`src/rtl/qmem_sram_ctrl.sv`:
```
// QMEM 32-bit slave bridging to an asynchronous 16-bit SRAM.
// Each word access is split into up to two strobed half-accesses, low half first.
module qmem_sram_ctrl #(
    parameter int unsigned QAW = 32,
    parameter int unsigned QDW = 32,
    parameter int unsigned QSW = QDW/8,
    parameter int unsigned SAW = 18,
    parameter int unsigned WS  = 1
) (
    input  logic           clk,
    input  logic           rst,
    input  logic           cs,
    input  logic           we,
    input  logic [QSW-1:0] sel,
    input  logic [QAW-1:0] adr,
    input  logic [QDW-1:0] dat_w,
    output logic [QDW-1:0] dat_r,
    output logic           ack,
    output logic           err,
    output logic [SAW-1:0] sram_adr,
    output logic [15:0]    sram_dat_w,
    output logic           sram_dat_oe,
    input  logic [15:0]    sram_dat_r,
    output logic           sram_ce_n,
    output logic           sram_oe_n,
    output logic           sram_we_n,
    output logic           sram_ub_n,
    output logic           sram_lb_n
);

    localparam int unsigned PW = $clog2(WS + 3);
    localparam logic [PW-1:0] PH_STB_LAST = PW'(WS + 1);
    localparam logic [PW-1:0] PH_HOLD     = PW'(WS + 2);

    typedef enum logic [2:0] {
        ST_IDLE = 3'd0,
        ST_LO   = 3'd1,
        ST_HI   = 3'd2,
        ST_ACK  = 3'd3,
        ST_ERR  = 3'd4
    } state_t;

    state_t          r_state, w_nxt_state;
    logic [PW-1:0]   r_phase, w_nxt_phase;

    logic            r_we;
    logic [QSW-1:0]  r_sel;
    logic [SAW-2:0]  r_wadr;
    logic [QDW-1:0]  r_dat;

    logic [QDW-1:0]  r_dat_r;
    logic            r_ack, r_err;
    logic [SAW-1:0]  r_sram_adr;
    logic [15:0]     r_sram_dat_w;
    logic            r_sram_dat_oe;
    logic            r_ce_n, r_oe_n, r_we_n, r_ub_n, r_lb_n;

    logic            w_accept;
    logic            w_req_we;
    logic [QSW-1:0]  w_req_sel;
    logic [SAW-2:0]  w_req_wadr;
    logic [QDW-1:0]  w_req_dat;
    logic            w_in_lo, w_in_hi, w_half, w_strobe;
    logic [QDW-1:0]  w_nxt_dat_r;
    logic [SAW-1:0]  w_nxt_sram_adr;
    logic [15:0]     w_nxt_sram_dat_w;
    logic            w_nxt_ub_n, w_nxt_lb_n;

    // Byte offset within the word carries no meaning for a 32-bit slave.
    logic            w_unused_adr;
    assign w_unused_adr = &{1'b0, adr[1:0]};

    // Next state, phase and the output values for the coming cycle.
    always_comb begin
        w_req_we    = r_we;
        w_req_sel   = r_sel;
        w_req_wadr  = r_wadr;
        w_req_dat   = r_dat;
        w_nxt_state = r_state;
        w_nxt_phase = '0;
        w_accept    = 1'b0;

        // In IDLE the request is taken straight from the bus so setup starts next cycle.
        if (r_state == ST_IDLE) begin
            w_req_we   = we;
            w_req_sel  = sel;
            w_req_wadr = adr[SAW:2];
            w_req_dat  = dat_w;
        end

        unique case (r_state)
            ST_IDLE: begin
                if (cs) begin
                    w_accept = 1'b1;
                    if (|adr[QAW-1:SAW+1])  w_nxt_state = ST_ERR;
                    else if (|sel[1:0])     w_nxt_state = ST_LO;
                    else if (|sel[3:2])     w_nxt_state = ST_HI;
                    else                    w_nxt_state = ST_ACK;
                end
            end
            ST_LO: begin
                if (r_phase == PH_HOLD) w_nxt_state = (|r_sel[3:2]) ? ST_HI : ST_ACK;
                else                    w_nxt_phase = r_phase + PW'(1);
            end
            ST_HI: begin
                if (r_phase == PH_HOLD) w_nxt_state = ST_ACK;
                else                    w_nxt_phase = r_phase + PW'(1);
            end
            default: w_nxt_state = ST_IDLE;
        endcase

        w_in_lo  = (w_nxt_state == ST_LO);
        w_in_hi  = (w_nxt_state == ST_HI);
        w_half   = w_in_lo | w_in_hi;
        w_strobe = w_half && (w_nxt_phase != '0) && (w_nxt_phase <= PH_STB_LAST);

        w_nxt_ub_n       = 1'b1;
        w_nxt_lb_n       = 1'b1;
        w_nxt_sram_adr   = r_sram_adr;
        w_nxt_sram_dat_w = r_sram_dat_w;
        if (w_in_lo) begin
            w_nxt_ub_n       = ~w_req_sel[1];
            w_nxt_lb_n       = ~w_req_sel[0];
            w_nxt_sram_adr   = {w_req_wadr, 1'b0};
            w_nxt_sram_dat_w = w_req_dat[15:0];
        end else if (w_in_hi) begin
            w_nxt_ub_n       = ~w_req_sel[3];
            w_nxt_lb_n       = ~w_req_sel[2];
            w_nxt_sram_adr   = {w_req_wadr, 1'b1};
            w_nxt_sram_dat_w = w_req_dat[31:16];
        end

        // Read data: cleared on accept, each half loaded at the end of its last strobe.
        w_nxt_dat_r = r_dat_r;
        if (w_accept && !we) w_nxt_dat_r = '0;
        if (!r_we && (r_phase == PH_STB_LAST)) begin
            if (r_state == ST_LO)      w_nxt_dat_r[15:0]  = sram_dat_r;
            else if (r_state == ST_HI) w_nxt_dat_r[31:16] = sram_dat_r;
        end
    end

    // State, latched request and registered outputs.
    always_ff @(posedge clk) begin
        if (rst) begin
            r_state       <= ST_IDLE;
            r_phase       <= '0;
            r_we          <= 1'b0;
            r_sel         <= '0;
            r_wadr        <= '0;
            r_dat         <= '0;
            r_dat_r       <= '0;
            r_ack         <= 1'b0;
            r_err         <= 1'b0;
            r_sram_adr    <= '0;
            r_sram_dat_w  <= '0;
            r_sram_dat_oe <= 1'b0;
            r_ce_n        <= 1'b1;
            r_oe_n        <= 1'b1;
            r_we_n        <= 1'b1;
            r_ub_n        <= 1'b1;
            r_lb_n        <= 1'b1;
        end else begin
            r_state       <= w_nxt_state;
            r_phase       <= w_nxt_phase;
            if (w_accept) begin
                r_we   <= we;
                r_sel  <= sel;
                r_wadr <= adr[SAW:2];
                r_dat  <= dat_w;
            end
            r_dat_r       <= w_nxt_dat_r;
            r_ack         <= (w_nxt_state == ST_ACK);
            r_err         <= (w_nxt_state == ST_ERR);
            r_sram_adr    <= w_nxt_sram_adr;
            r_sram_dat_w  <= w_nxt_sram_dat_w;
            r_sram_dat_oe <= w_half & w_req_we;
            r_ce_n        <= ~w_half;
            r_oe_n        <= ~(w_strobe & ~w_req_we);
            r_we_n        <= ~(w_strobe & w_req_we);
            r_ub_n        <= w_nxt_ub_n;
            r_lb_n        <= w_nxt_lb_n;
        end
    end

    assign dat_r       = r_dat_r;
    assign ack         = r_ack;
    assign err         = r_err;
    assign sram_adr    = r_sram_adr;
    assign sram_dat_w  = r_sram_dat_w;
    assign sram_dat_oe = r_sram_dat_oe;
    assign sram_ce_n   = r_ce_n;
    assign sram_oe_n   = r_oe_n;
    assign sram_we_n   = r_we_n;
    assign sram_ub_n   = r_ub_n;
    assign sram_lb_n   = r_lb_n;

endmodule

```
`config.mk`:
```
export PLATFORM = sky130hd
export DESIGN_NAME = qmem_sram_ctrl
export DESIGN_NICKNAME = d
export VERILOG_FILES = /design/src/rtl/qmem_sram_ctrl.sv
export SDC_FILE = /design/constraint.sdc
export NUM_CORES = 1
export LEC_CHECK = 0
export CAP_MARGIN = 5
export CORE_MARGIN = 8
export CORE_UTILIZATION = 45
export CTS_BUF_LIST = sky130_fd_sc_hd__clkbuf_4 sky130_fd_sc_hd__clkbuf_8
export CTS_CLUSTER_DIAMETER = 200
export DETAILED_ROUTE_END_ITERATION = 10
export GPL_TIMING_DRIVEN = 0
export HOLD_SLACK_MARGIN = 0.06
export PLACE_DENSITY = 0.8
export SLEW_MARGIN = 20
export SYNTH_ARGS = -nofsm -noshare
export SYNTH_HDL_FRONTEND = slang
export SYNTH_SLANG_ARGS = --single-unit
```
`constraint.sdc`:
```
create_clock -name clk -period 2.1 [get_ports clk]
set_input_delay 0.21 -clock clk [delete_from_list [all_inputs] [get_ports clk]]
set_output_delay 0.21 -clock clk [all_outputs]
set_load 0.005 [all_outputs]
```
Word level (Yosys, flattened, before mapping)
Index checks and enable logic that the tools add are counted.
{ "totals": {"input_bits": 88, "regBits": 133} }
{ "classes": {"eq_ne": 8, "bitwise": 12, "order_cmp": 1, "addsub": 1, "reduce_logical": 15, "muxes": 29} }
{ "op_table": {"columns": ["operator", "n"], "rows": [
  ["two-way mux 32 bit", 3],
  ["two-way mux 16 bit", 5],
  ["two-way mux 18 bit", 2],
  ["two-way mux 17 bit", 1],
  ["OR reduction 13 bit", 1],
  ["two-way mux 3 bit", 4],
  ["OR reduction 2 bit", 5],
  ["== test 3 x 2 -> 1 bit, second input constant", 3],
  ["two-way mux 1 bit", 9],
  ["one-hot mux 3 bit (3 select lines)", 1],
  ["inverter 1 bit", 8],
  ["== test 3 x 1 -> 1 bit, second input constant", 2],
  ["two-way mux 2 bit", 3],
  ["== test 2 bit, second input constant", 2],
  ["logical AND 1 bit", 4],
  ["two-way mux 4 bit", 1],
  ["nonzero test 2 bit", 2],
  ["AND 1 bit", 3],
  ["== test 3 bit, second input constant", 1],
  ["zero test 3 bit", 1],
  ["adder 2 x 1 -> 2 bit, second input constant", 1],
  ["less-or-equal comparator 2 bit, second input constant", 1],
  ["zero test 1 bit", 2],
  ["bitwise OR 1 bit", 1]
]} }

Longest topological paths before layout
{ "depth": {"depth_word": 12, "ltp_mapped": 8, "ltp_nobuf": 7} }

Worst setup path before layout
OpenSTA, ideal clock, no wires.
{ "synth_path": {"kind": "register to register", "from": "reg r_phase[0]", "to": "reg r_sram_adr[10], in the netlist sram_adr[10]", "t_arrival_ns": 2.070, "synth_period_minus_slack_ns": 2.151, "required_time_ns": 2.019, "path_buffers": 2, "slack_ns": -0.051, "stages_incl_launch_ff": 9, "path_cell_list": "dfxtp_1 ha_1 nor4bb_1 a31o_2 mux2_4 or2_1 buf_4 buf_6 a211oi_2"} }
{ "synth_via": {"elab_chain_len": 5} }
{ "synth_lines": {"columns": ["element", "line_no", "text"], "rows": [
  ["start: declaration", "44", "logic [PW-1:0] r_phase, w_nxt_phase;"],
  ["start signal: assignment", "164", "r_phase <= w_nxt_phase;"],
  ["== test 2 bit (*)", "102, 106", null],
  ["two-way mux 3 bit, on equally long branches", "106, 102", null],
  ["one-hot mux 3 bit (3 select lines) (*)", "91", "unique case (r_state)"],
  ["== test 3 x 1 -> 1 bit or == test 3 x 2 -> 1 bit (tied branches)", "112, 113", null],
  ["two-way mux 18 bit or nonzero test 2 bit (tied branches)", null, null],
  ["end signal: assignment", "174", "r_sram_adr <= w_nxt_sram_adr;"],
  ["end: declaration", "53", "logic [SAW-1:0] r_sram_adr;"]
]} }
Every way passes the cells marked *; elsewhere a longest branch is shown, timed or not.
A chain may end at the register's enable or synchronous reset.

Final worst setup path
{ "layout_path": {"from": "reg r_state[0]", "to": "reg r_sram_adr[8], in the netlist sram_adr[8]"} }
{ "layout_via": {"elab_chain_len": 4} }
{ "layout_lines": {"columns": ["element", "line_no", "text"], "rows": [
  ["start: declaration", "43", "state_t r_state, w_nxt_state;"],
  ["start signal: assignment", "163", "r_state <= w_nxt_state;"],
  ["== test 3 x 2 -> 1 bit (tied with other cells)", "91", null],
  ["one-hot mux 3 bit (3 select lines) or two-way mux 17 bit (tied branches)", "91, 84", null],
  ["== test 3 x 1 -> 1 bit (tied with other cells)", "112", "w_in_lo = (w_nxt_state == ST_LO);"],
  ["two-way mux 18 bit or nonzero test 2 bit (tied branches)", null, null]
]} }
Parallel ways exist; a longest one is shown, timed or not. The select of a mux whose other input is x is not followed.

==> metrics.md <==
| Metric | Value |
|---|---|
| # IOs | `162` |
| HP Class | `primary input to register` |
| Synth top cells by count | `133 x dfxtp_1, 124 x nand2_1, 58 x a21oi_1` |
| H-Tree Depth | `4` |
| Initial antenna violation count | `0` |
| CP Launch Type | `register` |
| Number of synthesized register bits | `~130` |
| Seq/Total Area, Yosys | `approximately 47%` |
| Core area | `12500 um^2` |
| Status | `finished with violations` |
| Clk root buf | `clkbuf_8` |
| Fmax | `around 0.47 GHz` |
| Initial core utilization | `a little under half` |
| Final nets | `about 890` |
| Yosys warnings | `0` |
| Antenna cell count | `0` |
| Yosys top cell area share | `between 40% and 50%` |
| Die X | `roughly 130 um` |
| Post-CTS Hold Fix Bufs | `0` |
| Die footprint | `around 16000 um^2` |
| Share of layout cells above drive strength 1 | `between 15 and 20%` |
| Power density over the cells | `635 nW/um^2` |
| Critical Path Slowest Stage Cell | `nor4bb_4` |
| FFs w/ async S/R, synth | `0%` |
| Number of synthesized flops with an enable pin | `0` |
| Synth Flop Type | `dfxtp_1` |
| Grt ovf | `0` |
| Syn avg cell area | `9.30 um^2` |
| Failing checks | `negative setup slack` |
| Vias | `between 5000 and 6000` |
| Pin count of the biggest net entering global routing | `17` |
| Minimum clock period | `around 2.1 ns` |
| Drt wl/cell | `roughly 19 um` |
| Number of global-route vias before repair | `between 5000 and 6000` |
| Fin crit share | `102%` |
| Final setup margin | `-0.0436 ns` |
| CP Data Required Time | `2.46 ns` |
| FP Rows | `41` |
| DRC violations left | `0` |
| IO Port Bufs | `159` |
| # setup viols final | `20` |
| Most used cell along the critical path | `buf_6` |
| Area grow syn2layout | `47.1%` |
| Setup CP Type | `register to register` |
| CTS tree | `done` |
| DP Worst Slack | `-0.806 ns` |
| Post-DP HPWL | `between 10000 and 15000 um` |
| Clock buffer depth | `2` |
| Clk slew on worst S/H paths | `0.07 ns` |
| Cell count after synthesis | `611` |
| Non-filler cells, final | `986` |
| Final Max Slew Viols | `0` |
| CP Capture Type | `register` |
| Top post-synthesis cells by area | `dfxtp_1 47%, nand2_1 8.2%, mux2i_1 6.3%` |
| Initial DRC count | `between 300 and 400` |
| Area leader, netlist | `dfxtp_1` |
| Latest clock arrival within the worst-skew pair | `0.44 ns` |
| Synth unique cells | `43` |
| Peak supply drop | `roughly 0.4 mV` |
| Total CTS buffers | `17` |
| CTS Sinks | `around 130` |
| Crit path arrival time | `between 2 and 3 ns` |
| Least-Margin Pin Slew | `0.701 ns` |
| Total power | `5.31 mW` |
| Total GRT Usage | `around 22%` |
| Final Hold Viols | `0` |
| Syn Nets | `about 700` |
| Inst Count DP | `between 900 and 1000` |
| First-pass GRT wire length | `roughly 29000 um` |
| Antenna Nets Post-Route | `0` |
| Leakage | `between 3 and 4 nW` |
| Post-Syn Area | `5680 um^2` |
| FILL cells | `between 900 and 1000` |
| Relative slew slack | `53.3%` |
| Max Cap Viol | `0` |
| Die height | `about 130 um` |
| Vias per cell | `5.51` |
| DRT Wirelength | `about 19000 um` |
| Setup TNS | `-0.473 ns` |
| Worst Path Max Fanout | `10` |
| Fin Clk Skew | `0.00782 ns` |
| Gpl congestion | `0.903` |
| CP cell instances | `buf_6 > nor4bb_4 > a211oi_1 > mux2_4 > or2_1 > buf_6 > buf_12 > a211oi_2` |
| Most numerous cell in the Yosys netlist | `dfxtp_1` |
| Pre-antenna DRT Iters | `7` |
| Slowest stage delay, CP | `between 0.3 and 0.4 ns` |
| Unrepaired setup endpoints after global routing | `yes` |
[per-layer routing]
metal | share of wire [%] | global-route usage (%)
met1 | 39 | 24.5
met2 | 48 | 37.1
met3 | 10 | 9.85
met4 | 2.6 | 9.93
met5 | 0 | 0
[where the power goes]
part	total, mW	switching [mW]	internal, mW	leakage (nW)
registers	2.62	0.0338	2.59	1.08
logic	0.619	0.324	0.295	1.89
clock network	2.07	1.00	1.07	0.186
total	5.31	1.36	3.95	3.16
[final cells by class]
cell class              instances  area, um^2  share of cell area, %
plain buffers                  52         369                   4.42
clock buffers                  18         248                   2.96
clock inverters                14         136                   1.63
inverters                       3        11.3                  0.135
multi-input cells             421        2980                   35.7
flip-flops and latches        133        2670                   31.9
well taps                     172         215                   2.58
repair buffers                173        1730                   20.7
[layout by cell type, fill, tap and decap left out, types with 16 or more instances in the layout]
master / count
a21oi_1: 58
a22o_1: 16
a22oi_1: 16
and3_1: 16
clkbuf_1: 26
clkbuf_8: 19
clkdlybuf4s50_1: 159
dfxtp_1: 129
mux2i_1: 36
nand2_1: 124
nor2_1: 25
nor2b_1: 16
nor3_1: 22
[per-stage QoR]
step	hold slack [ns]	utilization (%)	cell area [um^2]
2_1_floorplan	0.336	-	5700
3_3_place_gp	0.437	60.2	7500
3_5_place_dp	0.444	60.2	7500
4_1_cts	0.324	66.3	8270
5_1_grt	0.350	67.0	8360
6_report	0.352	67.0	8360
[final timing paths]
path                    from           to  slack, ns  cells past startpoint
setup reg to reg  r_state[0]  sram_adr[8]      -0.04                      8
hold reg to reg    r_dat[20]    r_dat[20]       0.45                      2
setup / recovery  r_state[0]  sram_adr[8]      -0.04                      8
hold / removal        adr[2]    r_wadr[0]       0.35                      3
[sequential cells by signal, summed over array words and instances, names as in the netlist, 2 cells and up]
signal	flops
r_phase	2
sram_adr	18
sram_dat_w	16
r_state	3
r_sel	4
dat_r	32
r_dat	32
r_wadr	17
[logic make-up (layout without fill, tap and decap cells)]
| group | Yosys count | in the layout | synth area share (%) |
|---|---|---|---|
| muxes | 39 | 39 | 7.00 |
| xor gates and xnor gates | 1 | 1 | 0.154 |
| AOI/OAI and AO/OA | 152 | 152 | 22.1 |
| adders and majority gates | 2 | 2 | 0.440 |
| buffers and inverters | 57 | 260 | 5.09 |
| and+or+nand+nor | 227 | 227 | 18.3 |
| DFF | 133 | 133 | 46.9 |
[timing repair]
item	in CTS	in global routing
gates resized for setup	55	22
buffers inserted	8	4
setup endpoints to repair	77	91
pin swaps	14	9
gates cloned	2	0
[worst max-delay path: cells and delay by family, from the launching register on]
kind,cells,cell delay (ns)
DFF,1,0.34
AOI/OAI and AO/OA,2,0.30
muxes,1,0.32
buffers and inverters,3,0.48
and+or+nand+nor,2,0.62
Power figures use the tool's default switching activity.
